## src/rtl/ws2812_frame_ctrl.sv

```systemverilog
// Packet parser between the UART receiver and the WS2812 strip driver.
// Turns checksummed SYNC/CMD/payload/CHK frames into pixel-buffer writes and refresh requests.
module ws2812_frame_ctrl #(
  parameter int          NUM_LEDS     = 64,
  parameter int          ADDR_W       = 6,
  parameter logic [7:0]  SYNC_BYTE    = 8'hA5,
  parameter int          TIMEOUT_CLKS = 43500
) (
  input  logic              i_Clock,
  input  logic              i_Reset,
  input  logic              i_Rx_DV,
  input  logic [7:0]        i_Rx_Byte,
  input  logic              i_Strip_Busy,
  output logic              o_Pix_We,
  output logic [ADDR_W-1:0] o_Pix_Addr,
  output logic [23:0]       o_Pix_Data,
  output logic              o_Refresh,
  output logic              o_Err,
  output logic [2:0]        o_Err_Code,
  output logic              o_Busy,
  output logic [2:0]        o_Dbg_State
);

  // Handshake: i_Rx_DV is a single-cycle strobe, i_Rx_Byte is only meaningful
  // in that cycle, and there is no back-pressure, so bytes arriving while a
  // write/fill/show is in progress are dropped and reported as an overrun.

  typedef enum logic [2:0] {
    S_IDLE      = 3'd0,
    S_CMD       = 3'd1,
    S_PAYLOAD   = 3'd2,
    S_CHK       = 3'd3,
    S_WRITE     = 3'd4,
    S_FILL      = 3'd5,
    S_SHOW_WAIT = 3'd6
  } state_t;

  localparam logic [7:0]        CMD_SET  = 8'h01;
  localparam logic [7:0]        CMD_FILL = 8'h02;
  localparam logic [7:0]        CMD_SHOW = 8'h03;
  localparam logic [15:0]       TO_LAST  = 16'(TIMEOUT_CLKS - 1);
  localparam logic [ADDR_W-1:0] ADDR_END = ADDR_W'(NUM_LEDS - 1);

  localparam logic [2:0] ERR_CMD     = 3'd1;
  localparam logic [2:0] ERR_CHK     = 3'd2;
  localparam logic [2:0] ERR_IDX     = 3'd3;
  localparam logic [2:0] ERR_TIMEOUT = 3'd4;
  localparam logic [2:0] ERR_OVERRUN = 3'd5;

  state_t            state_q, state_d;
  logic [7:0]        cmd_q;
  logic [7:0]        chk_q;
  logic [31:0]       pay_q;
  logic [2:0]        pay_cnt_q;
  logic [15:0]       to_cnt_q;
  logic [ADDR_W-1:0] pix_addr_q;
  logic [23:0]       pix_data_q;
  logic              err_q;
  logic [2:0]        err_code_q;

  logic              parsing;
  logic              timeout;
  logic              chk_ok;
  logic              idx_bad;
  logic [2:0]        pay_last;
  logic              err_set;
  logic [2:0]        err_code_d;

  assign parsing  = (state_q == S_CMD) || (state_q == S_PAYLOAD) || (state_q == S_CHK);
  assign timeout  = parsing && (to_cnt_q == TO_LAST);
  assign chk_ok   = (i_Rx_Byte == chk_q);
  assign idx_bad  = ({24'd0, pay_q[31:24]} >= 32'(NUM_LEDS));
  assign pay_last = (cmd_q == CMD_SET) ? 3'd3 : 3'd2;

  // State register
  always_ff @(posedge i_Clock) begin
    if (i_Reset) state_q <= S_IDLE;
    else         state_q <= state_d;
  end

  // Next-state and error decode; a timeout wins over a byte in the same cycle
  always_comb begin
    state_d    = state_q;
    err_set    = 1'b0;
    err_code_d = 3'd0;
    case (state_q)
      S_IDLE: begin
        if (i_Rx_DV && (i_Rx_Byte == SYNC_BYTE)) state_d = S_CMD;
      end
      S_CMD: begin
        if (timeout) begin
          err_set = 1'b1; err_code_d = ERR_TIMEOUT; state_d = S_IDLE;
        end else if (i_Rx_DV) begin
          case (i_Rx_Byte)
            CMD_SET, CMD_FILL: state_d = S_PAYLOAD;
            CMD_SHOW:          state_d = S_CHK;
            default: begin
              err_set = 1'b1; err_code_d = ERR_CMD; state_d = S_IDLE;
            end
          endcase
        end
      end
      S_PAYLOAD: begin
        if (timeout) begin
          err_set = 1'b1; err_code_d = ERR_TIMEOUT; state_d = S_IDLE;
        end else if (i_Rx_DV && (pay_cnt_q == pay_last)) begin
          state_d = S_CHK;
        end
      end
      S_CHK: begin
        if (timeout) begin
          err_set = 1'b1; err_code_d = ERR_TIMEOUT; state_d = S_IDLE;
        end else if (i_Rx_DV) begin
          if (!chk_ok) begin
            err_set = 1'b1; err_code_d = ERR_CHK; state_d = S_IDLE;
          end else if ((cmd_q == CMD_SET) && idx_bad) begin
            err_set = 1'b1; err_code_d = ERR_IDX; state_d = S_IDLE;
          end else if (cmd_q == CMD_SET) begin
            state_d = S_WRITE;
          end else if (cmd_q == CMD_FILL) begin
            state_d = S_FILL;
          end else begin
            state_d = S_SHOW_WAIT;
          end
        end
      end
      S_WRITE: begin
        state_d = S_IDLE;
        if (i_Rx_DV) begin err_set = 1'b1; err_code_d = ERR_OVERRUN; end
      end
      S_FILL: begin
        if (pix_addr_q == ADDR_END) state_d = S_IDLE;
        if (i_Rx_DV) begin err_set = 1'b1; err_code_d = ERR_OVERRUN; end
      end
      S_SHOW_WAIT: begin
        if (!i_Strip_Busy) state_d = S_IDLE;
        if (i_Rx_DV) begin err_set = 1'b1; err_code_d = ERR_OVERRUN; end
      end
      default: state_d = S_IDLE;
    endcase
  end

  // Datapath: checksum, payload shift register, timeout counter, pixel outputs
  always_ff @(posedge i_Clock) begin
    if (i_Reset) begin
      cmd_q      <= 8'd0;
      chk_q      <= 8'd0;
      pay_q      <= 32'd0;
      pay_cnt_q  <= 3'd0;
      to_cnt_q   <= 16'd0;
      pix_addr_q <= '0;
      pix_data_q <= 24'd0;
      err_q      <= 1'b0;
      err_code_q <= 3'd0;
    end else begin
      err_q <= err_set;
      if (err_set) err_code_q <= err_code_d;

      if (parsing && !i_Rx_DV && !timeout) to_cnt_q <= to_cnt_q + 16'd1;
      else                                 to_cnt_q <= 16'd0;

      if ((state_q == S_CMD) && i_Rx_DV && !timeout) begin
        cmd_q     <= i_Rx_Byte;
        chk_q     <= i_Rx_Byte;
        pay_q     <= 32'd0;
        pay_cnt_q <= 3'd0;
      end

      // After SET the register holds {IDX,G,R,B}; after FILL its low 24 bits hold {G,R,B}
      if ((state_q == S_PAYLOAD) && i_Rx_DV && !timeout) begin
        pay_q     <= {pay_q[23:0], i_Rx_Byte};
        chk_q     <= chk_q ^ i_Rx_Byte;
        pay_cnt_q <= pay_cnt_q + 3'd1;
      end

      if ((state_q == S_CHK) && (state_d == S_WRITE)) begin
        pix_addr_q <= pay_q[ADDR_W+23:24];
        pix_data_q <= pay_q[23:0];
      end else if ((state_q == S_CHK) && (state_d == S_FILL)) begin
        pix_addr_q <= '0;
        pix_data_q <= pay_q[23:0];
      end else if ((state_q == S_FILL) && (state_d == S_FILL)) begin
        pix_addr_q <= pix_addr_q + 1'b1;
      end
    end
  end

  // Outputs
  always_comb begin
    o_Pix_We    = (state_q == S_WRITE) || (state_q == S_FILL);
    o_Refresh   = (state_q == S_SHOW_WAIT) && !i_Strip_Busy;
    o_Busy      = (state_q != S_IDLE);
    o_Pix_Addr  = pix_addr_q;
    o_Pix_Data  = pix_data_q;
    o_Err       = err_q;
    o_Err_Code  = err_code_q;
    o_Dbg_State = state_q;
  end

endmodule

```

## config.mk

```make
export PLATFORM = sky130hd
export DESIGN_NAME = ws2812_frame_ctrl
export DESIGN_NICKNAME = d
export VERILOG_FILES = /design/src/rtl/ws2812_frame_ctrl.sv
export SDC_FILE = /design/constraint.sdc
export NUM_CORES = 1
export LEC_CHECK = 0
export CORE_UTILIZATION = 25
export CTS_BUF_LIST = sky130_fd_sc_hd__clkbuf_2 sky130_fd_sc_hd__clkbuf_4 sky130_fd_sc_hd__clkbuf_8
export CTS_CLUSTER_SIZE = 28
export DETAILED_ROUTE_END_ITERATION = 8
export PLACE_DENSITY = 0.43
export SYNTH_ARGS = -nofsm -noshare
export SYNTH_HDL_FRONTEND = slang
export SYNTH_SLANG_ARGS = --single-unit
```

## constraint.sdc

```tcl
create_clock -name i_Clock -period 2.01 [get_ports i_Clock]
set_input_delay 0.402 -clock i_Clock [delete_from_list [all_inputs] [get_ports i_Clock]]
set_output_delay 0.402 -clock i_Clock [all_outputs]
set_load 0.03 [all_outputs]
```

==> qor.yml <==
synthesis:
  synth_cells: 573
  synth_common_cells: "dfxtp_1, nor2_1, nand3_1"
  ys_warn_count: 0
  synth_largest_area_cell: "dfxtp_1"
  ys_types: 57
  ys_seq_area_share_pct: 42.7
  syn-num-nets: 588
  synth_seq_cells: 104
  avgSynthCellArea_um2: 8.51
  synth_flop_cell: "dfxtp_1"
  ys_top_cells_by_area: "dfxtp_1, nor2_1, a22oi_1, o31ai_1, nand3_1"
  netlist_area_mm2: 0.00487
  synth_top_area_share_pct: 42.7
  yosysMostFrequentCell: "dfxtp_1"
  synth_edf_count: 0
  async_reset_ff_share_pct: 0
timing:
  finalHoldViolCount: 0
  finalSetupViolCount: 82
  worst_slew_pin_slew_ns: 0.473
  timing.slew.headroom_pct: 68.3
  rsz0062_at_grt: "yes"
  final_max_slew_viol_count: 0
  fin_crit_sh_pct: 114
  whs_ns: 0.473
  setup_slack_ns: -0.273
  fin_crit_ns: 2.28
  final.setup_skew_ns: 0.0193
  tns_ns: -16.98
  clock.fmax_mhz: 438
clocking:
  clock_latency_ns: 0.39
  cts_tree: "built"
  cts_num_sinks: 104
  clk_pin_slew_ns: 0.12
  clock-root-buffer: "clkbuf_8"
  htreeDepth: 3
  cts_made_buffers: 9
  cts_buffer_depth: 2
routing:
  drc: 0
  vias: 4902
  ant_nets: 0
  wl_mm: 17.5
  viasPerCell: 5.11
  wl_per_cell_um: 18.2
  drt-initial-drc-count: 387
  first_pass_iters: 5
outcome:
  violations: "negative setup slack"
  status: "complete, but fails checks"
grt:
  met3_usage_pct: 2.13
  gr-total-overflow: 0
  grt_use_total_pct: 16.7
  grt_pass1_wl_mm: 26.1
  grt-busiest-layer: "met2"
  grt_max_degree: 70
  met1_usage_pct: 24.1
  grt_pass1_vias: 4691
  antenna_found_initial: 0
  gr-usage-met2_pct: 25.3
worst_setup_path:
  cpMaxStageDelayCell: "or4b_4"
  cpLargestDelayFamily: "simple AND/OR/NAND/NOR gates"
  startpoint_type: "flop"
  cpMostUsedCell: "buf_12"
  worstSetupPathType: "reg -> reg"
  worstPathRequired_ns: 2.33
  crit_path_end_kind: "flop"
  critPathMaxFanout: 8
  crit_buf_inv: 3
  crit_chain: "or4b_4 -> or4_4 -> buf_12 -> o21ai_4 -> buf_12 -> clkbuf_16 -> a22oi_2 -> nor2_1"
  reg2reg_slack_ns: -0.27
  crit_arrival_ns: 2.60
  slowest_delay_ns: 0.55
layout:
  drive_gt1_share_pct: 28.9
  regArea_mm2: 0.00209
  fillers: 1935
  multi_input_area_mm2: 0.00287
  syn_to_final_growth_pct: 48.4
  fin_nets: 710
  antenna_cells: 0
floorplanning:
  die_w_um: 142
  fp.coreArea_mm2: 0.0189
  initial_core_util_pct: 25.8
  row_count: 50
  die_y_um: 142
  dieArea_mm2: 0.0201
  io_pins: 52
power:
  powerDensity_mw_per_mm2: 499
  p_total_mw: 3.61
  ir_drop_mv: 0.412
  p_leak_nw: 2.65
place:
  place.port_buffers: 51
  routabilityCongestion: 0.808
  dp_hpwl_mm: 11.0
hold_path:
  hold_class: "reg -> reg"
flow_run:
  maxCapViolCount: 0
==> worst register-to-register path, stage by stage (launching register included) <==
cell	delay [ns]
dfxtp_2	0.35
or4b_4	0.55
or4_4	0.49
buf_12	0.16
o21ai_4	0.13
buf_12	0.18
clkbuf_16	0.18
a22oi_2	0.05
nor2_1	0.13
==> worst paths after layout <==
check	start	to	depth (start not counted)
max	to_cnt_q[2]$_SDFF_PP0_	pay_q[9]$_SDFFE_PP0P_	8
min	o_Pix_Data[13]$_SDFFE_PP0P_	o_Pix_Data[13]$_SDFFE_PP0P_	2
max reg2reg	to_cnt_q[2]$_SDFF_PP0_	pay_q[9]$_SDFFE_PP0P_	8
min reg2reg	o_Pix_Data[13]$_SDFFE_PP0P_	o_Pix_Data[13]$_SDFFE_PP0P_	2
==> report_power, final <==
| group | leakage, nW | switching (mW) | total, mW | internal [mW] |
|---|---|---|---|---|
| Clock | 0.0980 | 0.825 | 1.34 | 0.511 |
| Sequential | 0.839 | 0.000207 | 2.06 | 2.06 |
| Combinational | 1.72 | 0.122 | 0.217 | 0.0952 |
==> metal layers <==
metal / part of all wire, % / vias to the layer above
li1: - / 2356
met1: 50 / 2435
met2: 45 / 90
met3: 3.1 / 21
met4: 2.0 / 0
met5: 0 / -
==> registers in the layout (all words and copies together) (netlist names) <==
name         count
o_Err            1
o_Pix_Addr       6
pay_q           32
cmd_q            8
o_Pix_Data      24
to_cnt_q        16
pay_cnt_q        3
o_Err_Code       3
chk_q            8
o_Dbg_State      3
==> layout by cell type (no fill, tap or decap), types with 4 or more instances in the layout <==
cell and instances:
buf_6 4, o31ai_1 25, nand4_1 15, o22ai_1 8
and3_1 7, dfxtp_2 4, dlymetal6s2s_1 4, nor2_1 82
mux2i_1 8, clkbuf_8 10, nand2_1 13, dfxtp_1 100
a211oi_1 7, inv_1 15, a22oi_2 32, dlygate4sd2_1 12
nand2b_1 4, a211o_1 8, xor2_1 11, buf_4 84
clkbuf_16 5, nor4_1 6, xnor2_1 16, a31oi_1 4
nand3_1 40, or4_4 4, and4_1 5, a21oi_1 34
clkdlybuf4s50_1 31, buf_12 15
==> what timing repair did <==
item,4_1_cts,5_1_grt
setup buffers,4,2
gates cloned,4,8
pin swaps,5,34
hold buffers,0,0
setup endpoints to repair,92,90
resized for setup,36,57
==> kinds of logic after synthesis <==
group | synth area share (%)
buffers and inverters | 5.75
adders and majority gates | 0.770
DFF | 42.7
and+or+nand+nor | 21.7
muxes | 1.64
AOI/OAI and AO/OA | 22.2
xor gates and xnor gates | 5.21
==> stage by stage <==
stage          cell area [um^2]  setup slack [ns]  cells  util, %
2_1_floorplan              4950            -0.153    573        -
3_3_place_gp               6400            -0.761    927     33.9
3_5_place_dp               6400            -0.694    927     33.9
4_1_cts                    6800            -0.252    951     36.0
5_1_grt                    7240            -0.327    960     38.3
6_report                   7240            -0.273    960     38.3
==> area by class of cell <==
type,instances,share of cell area [%]
Inverter,16,0.830
Tap cell,260,4.50
Clock buffer,10,1.90
Multi-Input combinational cell,402,39.7
Sequential cell,104,28.8
Clock inverter,6,0.795
Timing Repair Buffer,162,23.5
No activity file was read; power rests on OpenSTA's default activity.
